--- src/rtl/nabp_shifter_control.sv ---
// ----------------------------------------------------------------------------
// nabp_shifter_control
//
// Sequences one projection sweep of the NABP shifter. For every angle it
// kicks a fill, waits for the shifter to report fill complete, waits for the
// downstream datapath to be ready, kicks a shift, and waits for shift
// complete. After the last angle it pulses sweep_done and returns to IDLE.
// Waits on the shifter are guarded by a timeout that parks the block in a
// sticky ERROR state until the next start.
//
// Parameters
//   kAngleLength : projection angles per sweep
//   kTimeout     : max wait cycles for a shifter done (0 = no timeout)
//
// Ports
//   clk           in   sole clock, rising edge
//   reset         in   asynchronous, active-high reset
//   start         in   begin a sweep (honoured only in IDLE and ERROR)
//   abort         in   cancel the sweep in progress
//   pe_ready      in   downstream datapath can accept a shift phase
//   sh_fill_done  in   fill-complete level from the shifter
//   sh_shift_done in   shift-complete level from the shifter
//   sh_fill_kick  out  one-cycle fill request
//   sh_shift_kick out  one-cycle shift request
//   angle         out  current angle index
//   busy          out  sweep in progress
//   sweep_done    out  one-cycle pulse after the last angle completes
//   error         out  sticky timeout flag
// ----------------------------------------------------------------------------
module nabp_shifter_control #(
    parameter int kAngleLength = 180,
    parameter int kTimeout     = 4096,
    localparam int AngleWidth  = (kAngleLength > 1) ? $clog2(kAngleLength) : 1
) (
    input  logic                  clk,
    input  logic                  reset,
    input  logic                  start,
    input  logic                  abort,
    input  logic                  pe_ready,
    input  logic                  sh_fill_done,
    input  logic                  sh_shift_done,
    output logic                  sh_fill_kick,
    output logic                  sh_shift_kick,
    output logic [AngleWidth-1:0] angle,
    output logic                  busy,
    output logic                  sweep_done,
    output logic                  error
);

    localparam int CountWidth = (kTimeout > 0) ? $clog2(kTimeout + 1) : 1;
    localparam logic [AngleWidth-1:0] LastAngle   = AngleWidth'(kAngleLength - 1);
    localparam logic [CountWidth-1:0] TimeoutLast = CountWidth'(kTimeout - 1);

    typedef enum logic [2:0] {
        IDLE,
        FILL_KICK,
        FILL_WAIT,
        READY_WAIT,
        SHIFT_KICK,
        SHIFT_WAIT,
        SWEEP_DONE,
        ERROR
    } state_t;

    state_t                  state_reg, state_next;
    logic [AngleWidth-1:0]   angle_reg, angle_next;
    logic [CountWidth-1:0]   count_reg, count_next;
    logic                    in_sweep;
    logic                    timed_out;

    // ------------------------------------------------------------------
    // State register
    // ------------------------------------------------------------------
    always_ff @(posedge clk or posedge reset) begin
        if (reset) begin
            state_reg <= IDLE;
            angle_reg <= '0;
            count_reg <= '0;
        end else begin
            state_reg <= state_next;
            angle_reg <= angle_next;
            count_reg <= count_next;
        end
    end

    // ------------------------------------------------------------------
    // Next-state logic
    // ------------------------------------------------------------------
    always_comb begin
        state_next = state_reg;
        angle_next = angle_reg;
        count_next = count_reg;

        in_sweep = (state_reg != IDLE) && (state_reg != ERROR);

        // count_reg holds the number of wait cycles already completed, so the
        // current cycle is the kTimeout-th one when it equals kTimeout-1. A
        // done seen in that same cycle is checked first and therefore wins.
        timed_out = (kTimeout != 0) && (count_reg == TimeoutLast);

        if (abort && in_sweep) begin
            // Abort outranks any done, pe_ready or timeout in the same cycle.
            state_next = IDLE;
            angle_next = '0;
            count_next = '0;
        end else begin
            unique case (state_reg)
                IDLE, ERROR: begin
                    if (start) begin
                        state_next = FILL_KICK;
                        angle_next = '0;
                    end
                end
                FILL_KICK: begin
                    state_next = FILL_WAIT;
                    count_next = '0;
                end
                FILL_WAIT: begin
                    if (sh_fill_done) begin
                        state_next = READY_WAIT;
                    end else if (timed_out) begin
                        state_next = ERROR;
                    end else begin
                        count_next = count_reg + 1'b1;
                    end
                end
                READY_WAIT: begin
                    if (pe_ready) begin
                        state_next = SHIFT_KICK;
                    end
                end
                SHIFT_KICK: begin
                    state_next = SHIFT_WAIT;
                    count_next = '0;
                end
                SHIFT_WAIT: begin
                    if (sh_shift_done) begin
                        if (angle_reg == LastAngle) begin
                            state_next = SWEEP_DONE;
                        end else begin
                            state_next = FILL_KICK;
                            angle_next = angle_reg + 1'b1;
                        end
                    end else if (timed_out) begin
                        state_next = ERROR;
                    end else begin
                        count_next = count_reg + 1'b1;
                    end
                end
                SWEEP_DONE: begin
                    state_next = IDLE;
                end
                default: begin
                    state_next = IDLE;
                end
            endcase
        end
    end

    // ------------------------------------------------------------------
    // Moore outputs, decoded from registered state only
    // ------------------------------------------------------------------
    always_comb begin
        sh_fill_kick  = (state_reg == FILL_KICK);
        sh_shift_kick = (state_reg == SHIFT_KICK);
        sweep_done    = (state_reg == SWEEP_DONE);
        error         = (state_reg == ERROR);
        busy          = (state_reg != IDLE) && (state_reg != ERROR);
        angle         = angle_reg;
    end

endmodule

--- config.mk ---
export PLATFORM = sky130hd
export DESIGN_NAME = nabp_shifter_control
export DESIGN_NICKNAME = d
export VERILOG_FILES = /design/src/rtl/nabp_shifter_control.sv
export SDC_FILE = /design/constraint.sdc
export NUM_CORES = 1
export LEC_CHECK = 0
export ABC_CLOCK_PERIOD_IN_PS = 5100
export CAP_MARGIN = 20
export CORE_MARGIN = 3
export CORE_UTILIZATION = 59
export CTS_CLUSTER_DIAMETER = 100
export DETAILED_ROUTE_END_ITERATION = 8
export PLACE_DENSITY = 0.84
export SYNTH_ARGS = -nofsm -noshare
export SYNTH_HDL_FRONTEND = slang
export SYNTH_SLANG_ARGS = --single-unit
--- constraint.sdc ---
create_clock -name clk -period 5.1 [get_ports clk]
set_input_delay 0.765 -clock clk [delete_from_list [all_inputs] [get_ports clk]]
set_output_delay 0.765 -clock clk [all_outputs]
set_load 0.005 [all_outputs]
==> results_tabular.tex, run 1 <==
\begin{tabular}{lr}
\hline
Metric & Value \\
\hline
\multicolumn{2}{l}{\textbf{Floorplan}} \\
Boundary pin count & 20 \\
Die height & slightly below 60 um \\
Number of placement rows & 18 \\
Overall die width & around 59 um \\
Die ar. & roughly 0.0034 mm2 \\
Initial cell density of the core & 0.637 \\
Core box area & between 0.002 and 0.003 mm2 \\
\multicolumn{2}{l}{\textbf{Clocking}} \\
Clock input transition at the sequential cells of the worst setup and hold paths & about 0.13 ns \\
TritonCTS clock tree & yes \\
Clock tree root buffer cell & clkbuf\_4 \\
CTS sink cnt & 24 \\
CTS Buf Count & 3 \\
Hold bufs inserted after CTS & 0 \\
Setup Buffers After CTS & 0 \\
Quantity of gates resized following cts & 0 \\
Worst skew pair latency & roughly 0.33 ns \\
H-tree depth & 1 \\
Maximum number of buffers from clock root to sink & 2 \\
\multicolumn{2}{l}{\textbf{STA}} \\
Relative slew slack & 0.347 \\
Final Worst Setup Slack & 2.06 ns \\
Final sum of negative setup slack & 0 ns \\
Setup repair after global routing missed its margin & no \\
Final Hold Viols & 0 \\
Part of the cycle the worst path needs & 0.597 \\
Slew of the pin with the lowest slew margin & 0.980 ns \\
Final critical delay including setup and external delays & approximately 3.0 ns \\
Worst Skew & roughly 0.0068 ns \\
Peak Freq & about 330 MHz \\
Max Transition Viols Final & 0 \\
Count of endpoints failing setup in the final report & 0 \\
\multicolumn{2}{l}{\textbf{Synthesis}} \\
Post-synthesis cell area & about 0.0016 mm2 \\
Most numerous cell in the Yosys netlist & dfrtp\_1 \\
Count of flip-flops with a built-in enable after synthesis & 0 \\
Post-synth top area share & 0.367 \\
Seq cells post-synth & 24 \\
Proportion of synthesized chip area in sequential cells & 0.367 \\
Proportion of register bits with asynchronous set or reset after synthesis & 1.00 \\
Total nets after synthesis & about 200 \\
Number of unique standard cell types used by synthesis & roughly 50 \\
Synth Instances & 192 \\
Synth warnings & 0 \\
Post-synth top cells & dfrtp\_1 (24), nor2\_1 (21), nand2\_1 (16), nand3\_1 (16), o21ai\_0 (10) \\
Top cells by area in the synthesized netlist & dfrtp\_1 (37\%), nand3\_1 (4.9\%), nor2\_1 (4.8\%) \\
Main flop type after synthesis & dfrtp\_1 \\
Cell type with the largest total area after synthesis & dfrtp\_1 \\
Average cell area after synthesis & between 8 and 9 um2 \\
\multicolumn{2}{l}{\textbf{Setup path}} \\
Startpoint Class & flip-flop \\
Worst endpoint required time & 4.34 ns \\
Highest fanout seen on the critical path & 19 \\
CP arrival & roughly 2.3 ns \\
Endpoint kind of the worst setup timing path & output port \\
CP Class & flip-flop to output port \\
\multicolumn{2}{l}{\textbf{Global route}} \\
M2 GR Usage & 0.408 \\
Global-route total usage across every layer & 0.253 \\
GRT busiest layer & met2 \\
Met3 track demand over resource in global routing & 0.0307 \\
Via count of the first global-routing pass & $\sim$1500 \\
Met1 Usage GRT & 0.338 \\
Initial antenna violation count & 0 \\
Largest net degree at the start of global routing & 25 \\
Overflow left after global routing & 0 \\
Wire length of the first global-routing pass & between 6 and 7 mm \\
\multicolumn{2}{l}{\textbf{Final layout}} \\
Share of layout cells above drive strength 1 & 0.0631 \\
Flip-flop count of the largest register after layout & 13 \\
Cell Count, Final, Fillers Out & roughly 240 \\
Area overhead of the layout relative to synthesis & 13.9\% \\
Number of inserted diodes & 0 \\
Number of nets at the end of the flow & about 220 \\
\multicolumn{2}{l}{\textbf{Route}} \\
Post-Route WL & $\sim$4 mm \\
Number of iterations in the first detailed-routing pass & 4 \\
Post-route DRC & 0 \\
Routed wirelength normalized by instance count & 16.7 um \\
Average via count per standard cell & between 6 and 7 \\
Iteration-0 DRC count of the detailed router & $\sim$110 \\
ANT nets after route & 0 \\
Vias & between 1500 and 2000 \\
\multicolumn{2}{l}{\textbf{Place}} \\
Worst Setup Slack post-DPL & 2.07 ns \\
Cell count after placement & 231 \\
Total of buffers placed on input and output ports & 19 \\
Final Wtd Congestion & $\sim$0.86 \\
HPWL after detailed placement & roughly 2.8 mm \\
\multicolumn{2}{l}{\textbf{Flow run}} \\
Max capacitance violation total & 0 \\
\multicolumn{2}{l}{\textbf{Power}} \\
Total design power & between 600 and 700 uW \\
Worst vdd ir & 0.321 mV \\
PD cells & 362 mW/mm2 \\
Leakage power summed over all cells & approximately 0.74 nW \\
\multicolumn{2}{l}{\textbf{Outcome}} \\
Run status & finished, final reports clean \\
\multicolumn{2}{l}{\textbf{Min path}} \\
Path type of the worst min-delay path & flip-flop to flip-flop \\
\hline
\end{tabular}
==> cell type report <==
type / count / area [um2]
multi-input cells: 153 / 960
fillers: 221 / 703
flip-flops and latches: 24 / 601
repair buffers: 20 / 195
well taps: 30 / 37.5
clock inverters: 1 / 30.0
clock buffers: 3 / 22.5
inverters: 5 / 18.8
==> metrics by stage <==
stage               cell area (um2)   util  hold WS [ns]
finish                         1860  0.726         0.534
global route                   1860  0.726         0.576
CTS                            1860  0.724         0.532
detailed placement             1810  0.704         0.507
global placement               1810  0.704         0.500
floorplan                      1640      -         0.490
==> cell families (layout without fill, tap and decap cells) <==
family	Yosys count	after routing	synth area share
simple gates	99	99	0.338
compound gates	43	43	0.184
flops	24	24	0.367
buf+inv	15	29	0.0466
xor+xnor	8	8	0.0428
fa+ha+maj	2	2	0.0153
mux	1	1	0.00612
==> report_power, final <==
part	total [mW]	internal (mW)	switching (mW)
Sequential	0.255	0.204	0.0514
Combinational	0.278	0.113	0.166
Clock	0.142	0.0796	0.0619
==> cells in the final DEF (no fill, tap or decap), drive strengths merged, types with 2 or more instances in the layout <==
cell           count
o31ai              5
nand2             17
nor4               5
nor3               7
a221oi             2
o21ai             16
or4                4
and2               4
xnor2              5
a221o              2
a21oi              3
a21boi             2
o211ai             5
a31oi              2
clkbuf             4
inv                4
nor2              21
and3               5
nand4b             2
nand2b             6
ha                 2
nand4              3
xor2               3
clkdlybuf4s50     19
nand3             16
dfrtp             24
and4               3
==> critical path: stages, from the launching register on <==
cell and delay (ns):
dfrtp_1 0.75, clkinv_1 0.42, nor3_1 0.26, clkdlybuf4s50_1 0.53
==> path summary, 6_finish.rpt <==
check                      slack, ns      endpoint         start  depth (start not counted)
setup / recovery                2.06    sweep_done  state_reg[1]                          3
hold / removal                  0.53      angle[7]      angle[7]                          1
setup reg to reg                2.82      angle[3]      angle[0]                          7
max in group asynchronous       3.62  state_reg[1]         reset                          2
hold reg to reg                 0.53      angle[7]      angle[7]                          1
min in group asynchronous       0.92  count_reg[9]         reset                          2
==> metal layers <==
| metal | vias up | part of all wire |
|---|---|---|
| li1 | 735 | - |
| met1 | 750 | 0.45 |
| met2 | 52 | 0.48 |
| met3 | 10 | 0.048 |
| met4 | 0 | 0.026 |
| met5 | - | 0 |
Power figures use the tool's default switching activity.
==> run 2, diff against run 1 <==
ABC_CLOCK_PERIOD_IN_PS = 3000   (was 5100)
CORE_UTILIZATION = 55   (was 59)
PLACE_DENSITY = 0.79   (was 0.84)
clock period = 3 ns   (was 5.1 ns; I/O delays follow)
==> run 2 against run 1 <==
Combinational power increased by 84%. Cell area decreased by 0.34%. Non-clock buffer count increased by 3. Via count decreased by 1.2%. Routed wire length decreased by 4.9%. First-iteration DRC count increased by 46%. Sequential power increased by 64%. Sequential share of layout area increased by 0.11 points. Clock power about the same. Sequential cell count unchanged. Count of clock-buffer cells in the layout unchanged. Critical path type unchanged. Largest power group unchanged.
==> results_tabular.tex, run 2 (synthesis results as in run 1) <==
\begin{tabular}{lr}
\hline
Metric & Value \\
\hline
\multicolumn{2}{l}{\textbf{Outcome}} \\
Run status & finished, final reports clean \\
\multicolumn{2}{l}{\textbf{Global route}} \\
Wire length of the first global-routing pass & 6.40 mm (-6.2\%) \\
Largest net degree at the start of global routing & 25 (unchanged) \\
Global-route total usage across every layer & 0.227 (-0.0262) \\
Overflow left after global routing & 0 (unchanged) \\
Initial antenna violation count & 0 (unchanged) \\
Via count of the first global-routing pass & 1417 (-6.3\%) \\
\multicolumn{2}{l}{\textbf{Clocking}} \\
Setup Buffers After CTS & 0 (unchanged) \\
CTS Buf Count & 3 (unchanged) \\
TritonCTS clock tree & yes \\
Quantity of gates resized following cts & 0 (unchanged) \\
Worst skew pair latency & 0.31 ns (-0.02 ns) \\
H-tree depth & 1 (unchanged) \\
Clock tree root buffer cell & clkbuf\_4 \\
CTS sink cnt & 24 (unchanged) \\
Maximum number of buffers from clock root to sink & 2 (unchanged) \\
Hold bufs inserted after CTS & 0 (unchanged) \\
Clock input transition at the sequential cells of the worst setup and hold paths & 0.13 ns (about the same) \\
\multicolumn{2}{l}{\textbf{Route}} \\
Number of iterations in the first detailed-routing pass & 4 (unchanged) \\
Post-Route WL & 3.75 mm (-4.9\%) \\
Routed wirelength normalized by instance count & 15.7 um (-6.1\%) \\
Post-route DRC & 0 (unchanged) \\
Average via count per standard cell & 6.40 (-2.4\%) \\
ANT nets after route & 0 (unchanged) \\
Vias & 1529 (-1.2\%) \\
Iteration-0 DRC count of the detailed router & 155 (+46\%) \\
\multicolumn{2}{l}{\textbf{Final layout}} \\
Most common cell after layout, fill and taps aside & dfrtp\_1 \\
Cell Count, Final, Fillers Out & 239 (+1.3\%) \\
Flip-flop count of the largest register after layout & 13 (unchanged) \\
Number of nets at the end of the flow & 219 (+1.4\%) \\
Share of layout cells above drive strength 1 & 0.0721 (+0.00901) \\
Most used cells in the layout excluding fill and tap cells & dfrtp\_1 (24), nor2\_1 (21), clkdlybuf4s50\_1 (19), nand3\_1 (16), nand2\_1 (16) \\
Number of inserted diodes & 0 (unchanged) \\
Area overhead of the layout relative to synthesis & 13.5\% \\
\multicolumn{2}{l}{\textbf{STA}} \\
Peak Freq & a little over 400 MHz \\
Final Worst Setup Slack & 0.575 ns (-1.48 ns) \\
Slew of the pin with the lowest slew margin & 0.945 ns (-0.0356 ns) \\
Relative slew slack & 0.370 (+0.0231) \\
Final critical delay including setup and external delays & roughly 2.4 ns \\
Final sum of negative setup slack & 0 ns (unchanged) \\
Part of the cycle the worst path needs & 0.808 \\
Final Hold Viols & 0 (unchanged) \\
Count of endpoints failing setup in the final report & 0 (unchanged) \\
Setup repair after global routing missed its margin & no \\
Max Transition Viols Final & 0 (unchanged) \\
Worst Skew & 0.00267 ns (-0.00416 ns) \\
\multicolumn{2}{l}{\textbf{Setup path}} \\
CP arrival & 1.98 ns (-0.30 ns) \\
Buf/Inv on CP & 1 (-1) \\
Endpoint kind of the worst setup timing path & output port \\
Worst endpoint required time & 2.55 ns (-1.79 ns) \\
Cell type of the slowest stage on the worst timing path & dfrtp\_1 \\
Highest fanout seen on the critical path & 20 (+1) \\
Worst path cell trace & nand2\_1 > nor2\_1 > clkdlybuf4s50\_1 \\
Startpoint Class & flip-flop \\
Top cell family by delay on the critical path & flip-flops \\
Biggest cell delay along the critical path & 0.71 ns (-0.04 ns) \\
CP Class & flip-flop to output port \\
R2R setup slack & 0.88 ns (-1.94 ns) \\
\multicolumn{2}{l}{\textbf{Floorplan}} \\
Initial cell density of the core & 0.583 (-0.0540) \\
Die ar. & 0.00367 mm2 (+6.5\%) \\
Overall die width & 60.6 um (+3.2\%) \\
Number of placement rows & 19 (+1) \\
Boundary pin count & 20 (unchanged) \\
Core box area & 0.00281 mm2 (+9.3\%) \\
Die height & 60.6 um (+3.2\%) \\
\multicolumn{2}{l}{\textbf{Place}} \\
HPWL after detailed placement & 2.72 mm (-3.3\%) \\
Cell count after placement & 235 (+1.7\%) \\
Worst Setup Slack post-DPL & 0.446 ns (-1.63 ns) \\
Final Wtd Congestion & 0.892 (+4.0\%) \\
Total of buffers placed on input and output ports & 19 (unchanged) \\
\multicolumn{2}{l}{\textbf{Flow run}} \\
Max capacitance violation total & 0 (unchanged) \\
\multicolumn{2}{l}{\textbf{Power}} \\
Leakage power summed over all cells & 0.740 nW (about the same) \\
Total design power & 1.07 mW (+59\%) \\
Worst vdd ir & 0.283 mV (-12\%) \\
PD cells & 578 mW/mm2 (+60\%) \\
\multicolumn{2}{l}{\textbf{Min path}} \\
Path type of the worst min-delay path & flip-flop to flip-flop \\
\hline
\end{tabular}
[run 2: changes by cell type in the layout (fill, tap and decap cells not counted)]
cell,before,now
bufinv_16,1,0
clkbuf_2,1,0
buf_2,0,1
buf_4,0,3
[run 2: per-stage QoR]
step           cell area (um2)  hold WS, ns  utilization
5_1_grt                   1860        0.551        0.662
3_3_place_gp              1830        0.502        0.653
4_1_cts                   1850        0.546        0.661
6_report                  1860        0.539        0.662
3_5_place_dp              1830        0.523        0.653
2_1_floorplan             1640        0.465            -
[run 2: metal layers]
metal	global-route usage	up-vias	share of wire
met1	0.313	736	0.47
li1	-	743	-
met4	0.0712	0	0.018
met2	0.372	42	0.46
met3	0.0298	8	0.048
met5	0	-	0
[run 2: path summary, 6_finish.rpt]
path	end	cells past startpoint	start
setup / recovery	error	3	state_reg[2]
hold / removal	angle[7]	1	angle[7]
setup reg to reg	angle[5]	6	state_reg[0]
hold reg to reg	angle[7]	1	angle[7]
max in group asynchronous	count_reg[0]	2	reset
min in group asynchronous	count_reg[8]	2	reset
[run 2: where the power goes]
part	switching [mW]	total, mW	internal, mW	leakage (nW)
Clock	0.0979	0.145	0.0470	0.0138
Combinational	0.301	0.512	0.211	0.394
Sequential	0.0707	0.417	0.346	0.332
Total	0.469	1.07	0.605	0.740
[run 2: layout make-up]
cell class	count	area [um2]
repair buffers	23	218
clock buffers	3	22.5
fillers	249	947
multi-input cells	153	960
well taps	31	38.8
inverters	5	18.8
flip-flops and latches	24	601
